### config.mk
export PLATFORM = sky130hd
export DESIGN_NAME = pipeline_chain
export DESIGN_NICKNAME = d
export VERILOG_FILES = /design/src/rtl/pipe_pkg.sv /design/src/rtl/pipeline_chain_stage.sv /design/src/rtl/pipeline_chain.sv
export SDC_FILE = /design/constraint.sdc
export NUM_CORES = 1
export LEC_CHECK = 0
export CAP_MARGIN = 20
export CORE_MARGIN = 1.5
export CORE_UTILIZATION = 49
export DETAILED_ROUTE_END_ITERATION = 6
export PLACE_DENSITY = 0.85
export SYNTH_ARGS = -nofsm -noshare
export SYNTH_HDL_FRONTEND = slang
export SYNTH_SLANG_ARGS = --single-unit
export TNS_END_PERCENT = 20
### constraint.sdc
create_clock -name clk -period 11.5 [get_ports clk]
set_input_delay 3.45 -clock clk [delete_from_list [all_inputs] [get_ports clk]]
set_output_delay 3.45 -clock clk [all_outputs]
set_load 0.01 [all_outputs]
### src/rtl/pipe_pkg.sv
// Shared definitions for the generic pipeline register chain: counter width
// default, stage indices of the 5-stage core and the hold-vector helper.
package pipe_pkg;

    localparam int CNT_W_DEFAULT = 16;

    // Stage indices of the 5-stage core when the chain is built with DEPTH=4.
    localparam int STG_D = 0;
    localparam int STG_E = 1;
    localparam int STG_M = 2;
    localparam int STG_W = 3;

    // Widest stall vector the hold helper understands.
    localparam int MAX_DEPTH = 32;

    // What a single stage register does at the next edge (reset aside).
    typedef enum logic [1:0] {
        ACT_FLUSH,
        ACT_HOLD,
        ACT_BUBBLE,
        ACT_LOAD
    } stageAct_e;

    // Bit k of the hold vector: a stall anywhere at or downstream of stage k
    // freezes stage k. Callers evaluate it for each k to build the vector.
    function automatic logic holdBit(input logic [MAX_DEPTH-1:0] stallVec, input int k);
        logic acc;
        acc = 1'b0;
        for (int j = 0; j < MAX_DEPTH; j++) begin
            if (j >= k) begin
                acc = acc | stallVec[j];
            end
        end
        return acc;
    endfunction

endpackage

### src/rtl/pipeline_chain_stage.sv
// One pipeline stage register: payload plus valid bit, with flush > hold >
// bubble > load priority below the synchronous reset.
module pipe_stage_reg
    import pipe_pkg::*;
#(
    parameter int WIDTH      = 32,
    parameter bit CLEAR_DATA = 1'b1
) (
    input  logic             clk_i,
    input  logic             reset_i,
    input  logic             loadValid_i,
    input  logic [WIDTH-1:0] loadData_i,
    input  logic             bubble_i,
    input  logic             flush_i,
    input  logic             hold_i,
    output logic             valid_o,
    output logic [WIDTH-1:0] data_o
);

    stageAct_e        stageAct;
    logic             validD;
    logic             validQ;
    logic [WIDTH-1:0] dataD;
    logic [WIDTH-1:0] dataQ;

    // Pick the action for this edge; flush beats hold so a stalled stage can still be emptied.
    always_comb begin
        stageAct = ACT_LOAD;
        if (flush_i) begin
            stageAct = ACT_FLUSH;
        end else if (hold_i) begin
            stageAct = ACT_HOLD;
        end else if (bubble_i) begin
            stageAct = ACT_BUBBLE;
        end
    end

    // Next-state payload and valid for the chosen action.
    always_comb begin
        validD = validQ;
        dataD  = dataQ;
        case (stageAct)
            ACT_FLUSH, ACT_BUBBLE: begin
                validD = 1'b0;
                if (CLEAR_DATA) begin
                    dataD = '0;
                end
            end
            ACT_HOLD: begin
                validD = validQ;
                dataD  = dataQ;
            end
            ACT_LOAD: begin
                validD = loadValid_i;
                dataD  = loadData_i;
            end
            default: begin
                validD = validQ;
                dataD  = dataQ;
            end
        endcase
    end

    // Stage register with synchronous reset to an empty, zeroed stage.
    always_ff @(posedge clk_i) begin
        if (reset_i) begin
            validQ <= 1'b0;
            dataQ  <= '0;
        end else begin
            validQ <= validD;
            dataQ  <= dataD;
        end
    end

    assign valid_o = validQ;
    assign data_o  = dataQ;

endmodule

### src/rtl/pipeline_chain.sv
// Generic in-order pipeline register chain: DEPTH stages with per-stage stall
// and flush, bubble insertion behind a stall and saturating event counters.
module pipeline_chain
    import pipe_pkg::*;
#(
    parameter int WIDTH      = 32,
    parameter int DEPTH      = 4,
    parameter bit CLEAR_DATA = 1'b1,
    parameter int CNT_W      = CNT_W_DEFAULT
) (
    input  logic                   clk,
    input  logic                   reset,
    input  logic                   in_valid,
    input  logic [WIDTH-1:0]       in_data,
    output logic                   in_ready,
    input  logic [DEPTH-1:0]       stall,
    input  logic [DEPTH-1:0]       flush,
    output logic [DEPTH-1:0]       stage_valid,
    output logic [DEPTH*WIDTH-1:0] stage_data,
    output logic                   out_valid,
    output logic [WIDTH-1:0]       out_data,
    output logic                   retire,
    output logic [CNT_W-1:0]       cnt_retired,
    output logic [CNT_W-1:0]       cnt_stall,
    output logic [CNT_W-1:0]       cnt_bubble
);

    localparam int INC_W = $clog2(DEPTH + 1);
    localparam int SUM_W = CNT_W + INC_W;
    localparam logic [CNT_W-1:0] CNT_MAX = '1;

    logic [MAX_DEPTH-1:0] stallWide;
    logic [DEPTH-1:0]     holdVec;
    logic [DEPTH-1:0]     validVec;
    logic [WIDTH-1:0]     dataArr [DEPTH];
    logic [DEPTH-1:0]     prevValid;
    logic [WIDTH-1:0]     prevData [DEPTH];
    logic [DEPTH-1:0]     bubbleVec;
    logic [INC_W-1:0]     bubbleInc;
    logic [CNT_W-1:0]     cntRetiredD, cntRetiredQ;
    logic [CNT_W-1:0]     cntStallD, cntStallQ;
    logic [CNT_W-1:0]     cntBubbleD, cntBubbleQ;

    // Saturating add of a small per-cycle increment onto a counter.
    function automatic logic [CNT_W-1:0] satAdd(input logic [CNT_W-1:0] cnt, input logic [INC_W-1:0] inc);
        logic [SUM_W-1:0] sum;
        sum = SUM_W'(cnt) + SUM_W'(inc);
        if (sum > SUM_W'(CNT_MAX)) begin
            return CNT_MAX;
        end
        return sum[CNT_W-1:0];
    endfunction

    // Hold vector: stage k freezes when it or any older stage stalls.
    always_comb begin
        stallWide = MAX_DEPTH'(stall);
        holdVec   = '0;
        for (int k = 0; k < DEPTH; k++) begin
            holdVec[k] = holdBit(stallWide, k);
        end
    end

    // Upstream source for each stage: in_* for stage 0, the younger neighbour otherwise.
    always_comb begin
        prevValid    = '0;
        bubbleVec    = '0;
        prevValid[0] = in_valid;
        prevData[0]  = in_data;
        for (int k = 1; k < DEPTH; k++) begin
            prevValid[k] = validVec[k-1];
            prevData[k]  = dataArr[k-1];
            bubbleVec[k] = holdVec[k-1];
        end
    end

    for (genvar g = 0; g < DEPTH; g++) begin : gStage
        pipe_stage_reg #(
            .WIDTH      (WIDTH),
            .CLEAR_DATA (CLEAR_DATA)
        ) uStage (
            .clk_i       (clk),
            .reset_i     (reset),
            .loadValid_i (prevValid[g]),
            .loadData_i  (prevData[g]),
            .bubble_i    (bubbleVec[g]),
            .flush_i     (flush[g]),
            .hold_i      (holdVec[g]),
            .valid_o     (validVec[g]),
            .data_o      (dataArr[g])
        );
        assign stage_data[g*WIDTH +: WIDTH] = dataArr[g];
    end

    assign stage_valid = validVec;
    assign out_valid   = validVec[DEPTH-1];
    assign out_data    = dataArr[DEPTH-1];
    assign in_ready    = ~holdVec[0];
    assign retire      = validVec[DEPTH-1] & ~stall[DEPTH-1] & ~flush[DEPTH-1];

    // Count lost slots this cycle; a stage both bubbled and flushed counts once via the flush term.
    always_comb begin
        bubbleInc = '0;
        for (int k = 1; k < DEPTH; k++) begin
            if (holdVec[k-1] && !holdVec[k] && !flush[k]) begin
                bubbleInc = bubbleInc + INC_W'(1);
            end
        end
        for (int k = 0; k < DEPTH; k++) begin
            if (flush[k] && validVec[k]) begin
                bubbleInc = bubbleInc + INC_W'(1);
            end
        end
    end

    // Next counter values, each saturating rather than wrapping.
    always_comb begin
        cntRetiredD = satAdd(cntRetiredQ, INC_W'(retire));
        cntStallD   = satAdd(cntStallQ, INC_W'(holdVec[0]));
        cntBubbleD  = satAdd(cntBubbleQ, bubbleInc);
    end

    // Performance counter registers, cleared by reset.
    always_ff @(posedge clk) begin
        if (reset) begin
            cntRetiredQ <= '0;
            cntStallQ   <= '0;
            cntBubbleQ  <= '0;
        end else begin
            cntRetiredQ <= cntRetiredD;
            cntStallQ   <= cntStallD;
            cntBubbleQ  <= cntBubbleD;
        end
    end

    assign cnt_retired = cntRetiredQ;
    assign cnt_stall   = cntStallQ;
    assign cnt_bubble  = cntBubbleQ;

endmodule

Yosys cells after proc, flatten, opt, wreduce, memory -nomap -nowiden --
Index checks and enable logic that the tools add are counted.
Word-level totals: flip-flop bits (word level) 180, input port bits 43, output and inout port bits 215, word-level logic and storage cells 105
Cells by class: add/subtract/negate cells 9, $lt $le $gt $ge 3, eq/ne operators 12, mux-type cells 35, bitwise logic cells 11, reduce and logical (&&, ||, !) cells 24
Operators with widths (count):
- $pmux W32 S2 | 4
- $mux W16 | 6
- $gt A19 B16 Y1 const B | 3
- $add A16 B1 Y17 | 2
- $mux W3 | 6
- $add A16 B3 Y17 | 1
- $eq A2 B2 Y1 const B | 8
- $mux W2 | 8
- $add A3 B1 Y3 const B | 5
- $logic_and A1 B1 Y1 | 10
- $eq A2 B1 Y1 const B | 4
- $logic_not A2 Y1 | 4
- $pmux W1 S2 | 4
- $reduce_or A2 Y1 | 4
- $mux W1 | 7
- $logic_not A1 Y1 | 6
- $or A1 B1 Y1 | 6
- $not A1 Y1 | 3
- $add A1 B1 Y2 const B | 1
- $and A1 B1 Y1 | 2

Depth between registers and ports, before layout --
Gate-level depths: netlist of run 1.
depth in word-level cells 22, gate-level depth with buffers 26, mapped depth without buffers 25

Cells and area by module --
From an unflattened synthesis of run 1, not the netlist that was laid out.
Second synthesis, totals: cell total of the unflattened synthesis 939, area total of the unflattened synthesis 8266.7 µm²
By module, submodules not included:
- pipe_stage_reg | instances 4, cells an instance 147, area an instance 1317.5 µm², seq. area each 660.6 µm²
- pipeline_chain | instances 1, cells an instance 351, area an instance 2996.6 µm², seq. area each 960.9 µm²

Worst setup path before layout of run 1 --
Ideal clock, no wire load.
kind input to register, from input port stall[3], to register cntBubbleQ[10] (netlist: cnt_bubble[10]), data arrival time 8.408 ns, slack 2.960 ns, cell stages on the path 25, path through buf_2 or3_1 nor3b_1 ha_1 and4b_1 a211o_1 a32oi_1 inv_1 ha_1 o21a_1 a32oi_1 xnor2_1 o221a_2 ha_1 and3_1 a31oi_1 xnor2_1 xnor2_1 ha_1 nor2b_1 o2111a_1 and3_1 nand3_1 clkbuf_1 a21oi_1
On the way: cells in the longest elaborated chain, start to end 21, elaborated cells between the ends (all ways) 29, classes of those cells add/sub: 7; order compare: 1; mux: 9; bitwise: 3; reduce/logical: 9
Ends and longest elaborated chain:
- from (decl) | line pipeline_chain.sv:16 | input logic [DEPTH-1:0] stall,
- $or A1 B1 Y1 | line pipe_pkg.sv:31 | acc = acc | stallVec[j];
- $logic_not A1 Y1 | line pipeline_chain.sv:104 | if (holdVec[k-1] && !holdVec[k] && !flush[k]) begin
- $logic_and A1 B1 Y1 (2 in a row) | line pipeline_chain.sv:104
- $mux W1 | line pipeline_chain.sv:104
- $add A1 B1 Y2 | line pipeline_chain.sv:105 | bubbleInc = bubbleInc + INC_W'(1);
- $mux W3 | line pipeline_chain.sv:104
- $add A3 B1 Y3 | line pipeline_chain.sv:105
- $mux W3 * | line pipeline_chain.sv:104
- [... 4 more ...]
- $add A3 B1 Y3 | line pipeline_chain.sv:110 | bubbleInc = bubbleInc + INC_W'(1);
- $mux W3 * | line pipeline_chain.sv:109 | if (flush[k] && validVec[k]) begin
- $add A3 B1 Y3 | line pipeline_chain.sv:110
- $mux W3 * | line pipeline_chain.sv:109
- $add A16 B3 Y17 * | line pipeline_chain.sv:47 | sum = SUM_W'(cnt) + SUM_W'(inc);
- $gt A19 B16 Y1 | line pipeline_chain.sv:48 | if (sum > SUM_W'(CNT_MAX)) begin
- $mux W1 | line pipeline_chain.sv:48
- $mux W16 * | line pipeline_chain.sv:51 | return sum[CNT_W-1:0];
- to (signal assigned) | line pipeline_chain.sv:131 | cntBubbleQ <= cntBubbleD;
- to (decl) | line pipeline_chain.sv:42 | logic [CNT_W-1:0] cntBubbleD, cntBubbleQ;
Mark *: on every way between the ends. The rest lies on a longest branch, timed or not. A chain may end at the register's enable or synchronous reset.

Worst setup path in the final report of run 1 --
from input port stall[3], to register cntBubbleQ[13] (netlist: cnt_bubble[13])
Same word-level chain as after synthesis.

==> results of run 1 <==
==> sequential cells by signal, summed over array words and instances (netlist names) <==
name                   count
gStage.uStage.valid_o      4
gStage.uStage.data_o     128
cnt_bubble                16
cnt_retired               16
cnt_stall                 16
==> routing by layer <==
| layer | up-vias | GRT usage [%] | wire length (um) |
|---|---|---|---|
| met1 | 3288 | 32.8 | 8670 |
| li1 | 3211 | - | - |
| met5 | - | 0 | 0 |
| met3 | 39 | 8.55 | 1910 |
| met2 | 317 | 45.2 | 10400 |
| met4 | 0 | 10.2 | 478 |
==> critical path: cells and delay by family <==
kind | cells | cell delay, ns
compound gates | 7 | 1.65
xor+xnor | 3 | 0.33
fa+ha+maj | 4 | 1.17
buf+inv | 2 | 0.73
simple gates | 9 | 2.55
==> report_power, final <==
part	internal [mW]	leakage, nW	switching, mW
Sequential	0.626	1.45	0.00256
Combinational	0.0280	1.89	0.0402
Clock	0.367	0.307	0.241
==> cell families (layout without fill, tap and decap cells) <==
| family | after synthesis | count (layout) |
|---|---|---|
| buffers and inverters | 103 | 314 |
| adder cells (fa/ha/maj) | 15 | 15 |
| multiplexers | 6 | 6 |
| flip-flops | 180 | 180 |
| XOR/XNOR | 40 | 40 |
| AO/OA/AOI/OAI | 194 | 194 |
| AND/OR/NAND/NOR | 284 | 284 |
==> synthesized netlist by cell type (2+ instances only) <==
library cell / number / area share (%)
or2_2: 3 / 0.26
inv_1: 15 / 0.77
nand3_1: 19 / 1.3
nand4_1: 6 / 0.52
nor3_1: 8 / 0.55
xnor2_1: 19 / 2.3
o21a_1: 2 / 0.21
a21oi_1: 74 / 5.1
a31oi_1: 5 / 0.43
nand2b_1: 2 / 0.17
nor3b_1: 3 / 0.31
clkbuf_1: 47 / 2.4
a21o_1: 2 / 0.21
buf_4: 36 / 3.7
nand2_1: 90 / 4.6
a32oi_1: 2 / 0.24
and4b_1: 2 / 0.28
o21ai_0: 2 / 0.14
buf_1: 2 / 0.10
and4_1: 5 / 0.60
xor2_1: 21 / 2.5
or3_1: 3 / 0.26
o211ai_1: 2 / 0.21
nor2_1: 123 / 6.3
nor2b_1: 3 / 0.26
dfxtp_1: 180 / 50
ha_1: 14 / 2.4
and3_1: 10 / 0.86
a22oi_1: 99 / 10
mux2i_1: 5 / 0.69
==> layout make-up <==
cell class,instances,area [sq um]
clock buffers,22,484
repair buffers,266,2650
well taps,184,230
flip-flops and latches,180,3600
multi-input cells,539,3160
clock inverters,10,143
inverters,16,60.1
fillers,1114,4200
==> stage by stage <==
stage          utilization (%)  setup slack [ns]  total power, mW  instances
3_3_place_gp              66.6              1.86            0.709       1184
3_5_place_dp              66.6              1.69            0.710       1184
6_report                  71.1              1.97             1.30       1217
4_1_cts                   71.0              2.01             1.31       1216
5_1_grt                   71.1              1.45             1.35       1217
2_1_floorplan                -              2.96            0.677        822
==> how the worst max path moves through the flow <==
stage,cells after the start,endpoint,from
floorplan,25,cnt_bubble[10],stall[3]
finish,25,cnt_bubble[13],stall[3]
global placement,25,cnt_bubble[13],stall[3]
CTS,5,in_ready,stall[3]
global route,25,cnt_bubble[13],stall[3]
detailed placement,25,cnt_bubble[13],stall[3]
==> reports/summary.txt, run 1 <==
CP max stage cell = clkdlybuf4s50_1
Post-Synth Simple-Gate Area = 17.3%
Top_reg_cell synth = dfxtp_1
Global Route Usage Sum = 27.1%
Hold Startpoint = gStage[0].uStage.data_o[22]
Worst R2R Path Depth = 21
Number of flops mapped to enable cells by yosys = 0
Num CTS Buffers = 17
Syn Nets = 880
Startpoint Class = primary input
WHS = 0.476 ns
Mux share of post-synthesis cell area = 0.843%
Final net count = 1,078
Req. time, crit path = 11.84 ns
Synth unique cells = 48
Ant. Diodes = 0
Most frequent cells in the layout = clkdlybuf4s50_1 (256), dfxtp_1 (180), nor2_1 (119), a22oi_1 (99), nand2_1 (90)
Die area = 0.0156 sq mm
Pwr Density = 126 mW/mm^2
Pre-Repair DR Iteration Count = 6
Worst slew margin = 34.4%
CP arrival = 9.87 ns
Final ANT Viol Nets = 0
Setup TNS = 0 ns
# DRC = 0
CTS Buffer Depth = 2
RSZ-0062 raised after global routing = false
Hold path cells = 2
Final Cell Area = 0.0103 sq mm
Cells after Synth = 822
P_leak = 3.65 nW
Ys async rst share = 0%
FP Rows = 44
Gpl congestion = 0.855
CTS resizes = 0
Synth Area in Compound Gates = 17.5%
Num Clock Sinks = 180
Worst Setup End Kind = flop
Vias = 6,855
CP max stage delay = 0.65 ns
Post-Route WL = 21,500 um
Min-Delay Path Class = flop to flop
Largest net degree at the start of global routing = 92
Reg2Reg Setup Slack = 6.19 ns
Least-Margin Pin Slew = 0.978 ns
Final setup skew = 0.0108 ns
Fmax = 0.105 GHz
# hold bufs at CTS = 0
Critical path class = primary input to flop
Max Cap Viol = 0
Most common cell on crit path = ha_1
Outcome = completed
Fin. max-slew vios = 0
FF-to-FF Start = gStage[0].uStage.valid_o
Dpl hpwl = 14,100 um
Final min period = 9.53 ns
FF-to-FF End = cnt_bubble[13]
Clock latency on the worst-skew pair = 0.42 ns
CTS tree = yes
Ports = 258
Number of port buffers = 257
Initial antenna violation count = 0
Placed cell area = 0.00969 sq mm
Synth warn = 0
Global-route wire length before repair = 34,100 um
Final Hold Fails = 0
Die width = 125 um
Setup bufs post-CTS = 0
Share of cells above drive strength 1 = 5.23%
Crit path max fanout = 14
Post-Syn Area = 0.00727 sq mm
Htree depth = 4
XOR/XNOR Fraction of Synth Area = 4.82%
Most common cell after layout, fill and taps aside = clkdlybuf4s50_1
Core area = 0.0145 sq mm
Vias in the first global route = 6,454
Clk slew on worst S/H paths = 0.06 ns
Die Ht = 125 um
Starting DRT DRC Count = 612
Avg Vias per Cell = 5.63
Routed WL per cell = 17.7 um
Final period util = 82.9%
Post-Synth Adder-Cell Area = 2.68%
Final setup viols = 0
Area Overhead vs Synth = 42.1%
Initial Utilization = 50.0%
Mapped Avg Cell Area = 8.85 sq um
Worst vdd ir = 0.0980 mV
Sequential element share of the synthesized area = 49.6%
Root buffer cell = clkbuf_16
WHS Endpoint = gStage[0].uStage.data_o[22]
#FFs+latches synth = 180
GRT overflow = 0
Combinational family with the most area after synthesis = compound AO/OA/AOI/OAI gates
(Power assumes the default switching activity.)
==> run 2, diff against run 1 <==
CORE_UTILIZATION = 45   (was 49)
PLACE_DENSITY = 0.79   (was 0.85)
clock period = 9.4 ns   (was 11.5 ns; I/O delays follow)
==> run 2 against run 1 <==
Effect of this change: hold slack worse by 0.0016 ns; first-iteration DRC count down 28%; critical path depth unchanged; critical endpoint unchanged.
==> reports/summary.txt, run 2 (synthesized netlist as in run 1, its figures left out) <==
Hold path cells = 2 (unchanged)
Number of port buffers = 257 (unchanged)
Num CTS Buffers = 17 (unchanged)
Least-Margin Pin Slew = 0.807 ns (-0.171 ns)
Placed insts = 1,217 (+2.8%)
Max Cap Viol = 0 (unchanged)
Most common cell on crit path = ha_1
Outcome = completed
Fin worst setup slack = 0.590 ns (-1.38 ns)
Pre-Repair DR Iteration Count = 5 (-1)
CP max stage cell = clkdlybuf4s50_1
Dpl hpwl = 13,900 um (-1.5%)
Final ANT Viol Nets = 0 (unchanged)
Die area = 0.0169 sq mm (+8.7%)
Clk slew on worst S/H paths = 0.06 ns (about the same)
FF-to-FF Start = gStage[0].uStage.valid_o
FP Rows = 46 (+4.5%)
Final net count = 1,078 (unchanged)
Min-Delay Path Class = flop to flop
Final period util = 93.7%
Clock latency on the worst-skew pair = 0.42 ns (about the same)
Worst Setup End Kind = flop
Pwr Density = 155 mW/mm^2 (+22%)
Die width = 130 um (+4.2%)
RSZ-0062 raised after global routing = false
Max reg flops = 128 (unchanged)
Final Hold Fails = 0 (unchanged)
# hold bufs at CTS = 0 (unchanged)
Worst slew margin = 46.2% (+12 points)
Crit path max fanout = 14 (unchanged)
Critical path class = primary input to flop
Root buffer cell = clkbuf_16
Ant. Diodes = 0 (unchanged)
Starting DRT DRC Count = 441 (-28%)
Global-route wire length before repair = 32,900 um (-3.5%)
Avg Vias per Cell = 5.35 (-5.0%)
Startpoint Class = primary input
Htree depth = 4 (unchanged)
Die Ht = 130 um (+4.2%)
Met3 global-route usage = 7.42% (-1.1 points)
Largest net degree at the start of global routing = 79 (-14%)
Initial Utilization = 45.9% (-4.1 points)
Worst R2R Path Depth = 21 (unchanged)
CTS Buffer Depth = 2 (unchanged)
Fmax = 0.114 GHz
CP arrival = 9.15 ns (-0.72 ns)
P_leak = 3.65 nW (about the same)
GRT overflow = 0 (unchanged)
Vias = 6,680 (-2.6%)
Setup TNS = 0 ns (unchanged)
Final min period = 8.81 ns
Most Crowded Layer GR = met2
Area Overhead vs Synth = 42.5%
CP max stage delay = 0.60 ns (-0.05 ns)
Hold Startpoint = gStage[0].uStage.data_o[14]
Initial antenna violation count = 1 (+1)
Global Route Usage Sum = 24.8% (-2.4 points)
Final setup viols = 0 (unchanged)
Vias in the first global route = 6,218 (-3.7%)
CTS resizes = 0 (unchanged)
Num Clock Sinks = 180 (unchanged)
Most frequent cells in the layout = clkdlybuf4s50_1 (256), dfxtp_1 (180), nor2_1 (119), a22oi_1 (99), nand2_1 (90)
Core area = 0.0158 sq mm (+8.9%)
Met1 Resource Use GR = 30.9% (-1.9 points)
# DRC = 0 (unchanged)
Ports = 258 (unchanged)
Post-Route WL = 21,100 um (-1.8%)
Worst vdd ir = 0.127 mV (+30%)
Gpl congestion = 0.826 (-3.4%)
Req. time, crit path = 9.74 ns (-2.10 ns)
Layout Cells excl Fill = 1,248 (+2.5%)
Routed WL per cell = 16.9 um (-4.2%)
Final setup skew = 0.00844 ns (-0.00234 ns)
Most common cell after layout, fill and taps aside = clkdlybuf4s50_1
Fin. max-slew vios = 0 (unchanged)
Share of cells above drive strength 1 = 5.14% (-0.092 points)
CTS tree = yes
CP startpoint = stall[3]
Tot Pwr = 1.60 mW (+23%)
Dpl ws = 0.228 ns (-1.46 ns)
WHS = 0.474 ns (-0.00157 ns)
Met2 usage = 39.9% (-5.3 points)
Setup bufs post-CTS = 0 (unchanged)
## run 2: changes by cell type in the layout (fill, tap and decap cells not counted), sizes merged
cell / change
clkbuf: -1
clkinv: +1
clkinvlp: -1
## run 2: report_power, final
group	leakage (nW)	switching [mW]	internal (mW)
Clock	0.311	0.300	0.449
Sequential	1.45	0.00307	0.766
Combinational	1.89	0.0492	0.0340
Total	3.65	0.353	1.25
## run 2: area by class of cell
cell class	instances	area (sq um)
Fill cell	1291	5470
Sequential cell	180	3600
Multi-Input combinational cell	539	3160
Timing Repair Buffer	266	2640
Clock buffer	21	480
Tap cell	216	270
Clock inverter	10	146
Inverter	16	60.1
## run 2: stage by stage
stage	cell area [sq um]	util (%)
final	10400	65.4
after CTS	10400	65.4
after global routing	10400	65.4
after detailed placement	9730	61.5
after global placement	9730	61.5
after floorplan	7270	-
## run 2: critical path: cells and delay by family
family	cells	cell delay [ns]
AO/OA/AOI/OAI	7	1.66
XOR/XNOR	3	0.34
adder cells (fa/ha/maj)	4	1.16
buffers and inverters	2	0.68
AND/OR/NAND/NOR	9	2.51
## run 2: path summary, 6_finish.rpt
path / endpoint / slack, ns
worst max-delay path: cnt_bubble[13] / 0.59
worst min register to register: gStage[0].uStage.data_o[14] / 0.47
worst min-delay path: gStage[0].uStage.data_o[14] / 0.47
worst max register to register: cnt_bubble[13] / 4.17
## run 2: metal layers
metal / share of wire [%] / vias up / wire length, um
met3: 7.8 / 37 / 1650
li1: - / 3212 / -
met1: 42 / 3178 / 8920
met2: 48 / 253 / 10100
met4: 2.4 / 0 / 500
met5: 0 / - / 0
==> run 3, diff against run 2 <==
CORE_MARGIN = 4   (was 1.5)
CTS_CLUSTER_DIAMETER = 200   (was not set)
==> run 3 against run 2 <==
Effect of this change: core utilization is 0.63 points lower; critical path depth stayed put; sequential cell count stayed put; sequential power hardly changed; combinational power is 0.5% lower; via count is 0.54% higher; sequential share of layout area is 0.21 points higher; first-iteration DRC count is 0.91% higher; wire length is 3.5% higher; setup slack better by 0.0031 ns; critical path type unchanged; critical endpoint unchanged.
==> reports/summary.txt, run 3 (synthesized netlist as in run 1, its figures left out) <==
Post-Route WL = 21,900 um (+3.5%)
# DRC = 0 (unchanged)
Gpl congestion = 0.833 (+0.94%)
Routed WL per cell = 17.5 um (+3.5%)
Fmax = 0.114 GHz (about the same)
Startpoint Class = primary input
Fin. max-slew vios = 0 (unchanged)
Vias in the first global route = 6,362 (+2.3%)
Final setup skew = 0.00640 ns (-0.00204 ns)
Ant. Diodes = 0 (unchanged)
Setup bufs post-CTS = 0 (unchanged)
CTS resizes = 0 (unchanged)
Largest net degree at the start of global routing = 99 (+25%)
Final min period = 8.81 ns (-0.00311 ns)
Tot Pwr = 1.54 mW (-3.7%)
Req. time, crit path = 9.75 ns (about the same)
CP arrival = 9.16 ns (about the same)
Least-Margin Pin Slew = 1.04 ns (+0.235 ns)
Max reg flops = 128 (unchanged)
Placed cell area = 0.00973 sq mm (about the same)
Most common cell after layout, fill and taps aside = clkdlybuf4s50_1
Die Ht = 135 um (+3.8%)
Max Cap Viol = 0 (unchanged)
Final Hold Fails = 0 (unchanged)
FP Rows = 46 (unchanged)
Avg Vias per Cell = 5.39 (+0.62%)
Number of port buffers = 257 (unchanged)
CTS tree = yes
Vias = 6,716 (+0.54%)
Final net count = 1,078 (unchanged)
Min-Delay Path Class = flop to flop
Pre-Repair DR Iteration Count = 5 (unchanged)
Share of cells above drive strength 1 = 4.95% (-0.19 points)
Clock latency on the worst-skew pair = 0.42 ns (about the same)
Core area = 0.0159 sq mm (+0.36%)
Final ANT Viol Nets = 0 (unchanged)
Outcome = completed
Starting DRT DRC Count = 445 (+0.91%)
Final setup viols = 0 (unchanged)
Worst slew margin = 30.5% (-16 points)
Initial Utilization = 45.8% (-0.17 points)
Die width = 135 um (+3.8%)
Pwr Density = 150 mW/mm^2 (-3.1%)
Setup TNS = 0 ns (unchanged)
Final Cell Area = 0.0103 sq mm (-0.60%)
CTS Buffer Depth = 2 (unchanged)
Global-route wire length before repair = 34,000 um (+3.3%)
# hold bufs at CTS = 0 (unchanged)
Area Overhead vs Synth = 41.6%
Die area = 0.0183 sq mm (+7.8%)
Worst vdd ir = 0.120 mV (-5.8%)
Initial antenna violation count = 0 (-1)
Final period util = 93.7% (about the same)
Htree depth = 4 (unchanged)
Num Clock Sinks = 180 (unchanged)
P_leak = 3.62 nW (-0.97%)
Clk slew on worst S/H paths = 0.07 ns (about the same)
Dpl hpwl = 15,000 um (+7.8%)
Most frequent cells in the layout = clkdlybuf4s50_1 (256), dfxtp_1 (180), nor2_1 (119), a22oi_1 (99), nand2_1 (90)
Global Route Usage Sum = 23.3% (-1.4 points)
RSZ-0062 raised after global routing = false
Num CTS Buffers = 17 (unchanged)
Critical path class = primary input to flop
Ports = 258 (unchanged)
Root buffer cell = clkbuf_16
GRT overflow = 0 (unchanged)
Layout filler cell count = 1,344 (+4.1%)
Worst Setup End Kind = flop
Crit path max fanout = 14 (unchanged)
[run 3: cell count changes in the layout (fill, tap and decap cells not counted)]
| cell | previous run | this run |
|---|---|---|
| bufinv_16 | 3 | 2 |
| clkbuf_1 | 0 | 2 |
| clkbuf_8 | 4 | 0 |
| clkinv_2 | 2 | 3 |
| clkinv_4 | 3 | 2 |
| clkinvlp_4 | 0 | 1 |
| inv_6 | 1 | 2 |
| nand2b_1 | 2 | 1 |
| nand2b_2 | 0 | 1 |
[run 3: power breakdown]
part | switching, mW | internal (mW) | total, mW
combinational | 0.0488 | 0.0341 | 0.0828
clock | 0.299 | 0.391 | 0.690
sequential | 0.00349 | 0.766 | 0.770
[run 3: per-stage QoR]
step                      util [%]  setup slack [ns]  std cells  hold WS, ns
final                         64.8             0.593       1247        0.476
after global routing          64.8             0.169       1247        0.494
after CTS                     64.8             0.648       1247        0.473
after detailed placement      61.3             0.182       1217        0.463
after global placement        61.3             0.388       1217        0.458
after floorplan                  -              1.49        822        0.493
[run 3: per-layer routing]
layer	vias to the layer above	track usage, %	part of all wire (%)
met5	-	0	0
met3	36	8.49	9.0
met1	3218	28.2	41
met2	251	38.0	48
li1	3211	-	-
met4	0	8.79	2.3
[run 3: worst max-delay path: stages]
cell	delay (ns)
clkdlybuf4s50_1	0.62
or3_1	0.45
nor3b_1	0.41
ha_1	0.34
and4b_1	0.22
a211o_1	0.26
a32oi_1	0.28
inv_1	0.09
ha_1	0.32
o21a_1	0.19
a32oi_1	0.17
xnor2_1	0.10
o221a_2	0.31
ha_1	0.19
and3_1	0.17
a31oi_1	0.17
xnor2_1	0.15
xnor2_1	0.09
ha_1	0.32
nor2b_1	0.16
o2111a_1	0.26
and3_1	0.22
nand3_1	0.39
and3_1	0.35
nor3_1	0.12
[run 3: final timing paths]
check                                                 start                           to  slack, ns  cells after the start
worst max-delay path                               stall[3]               cnt_bubble[13]       0.59                     25
worst min-delay path            gStage[0].uStage.data_o[22]  gStage[0].uStage.data_o[22]       0.48                      2
worst min register to register  gStage[0].uStage.data_o[22]  gStage[0].uStage.data_o[22]       0.48                      2
worst max register to register     gStage[0].uStage.valid_o               cnt_bubble[13]       4.21                     21
[run 3: cell type report]
cell class / count / area (sq um) / area share (%)
clock buffer: 19 / 433 / 4.20
clock inverter: 11 / 129 / 1.25
tap: 216 / 270 / 2.62
multi-input combinational: 539 / 3160 / 30.7
timing repair buffer: 266 / 2640 / 25.6
sequential: 180 / 3600 / 35.0
inverter: 16 / 60.1 / 0.583
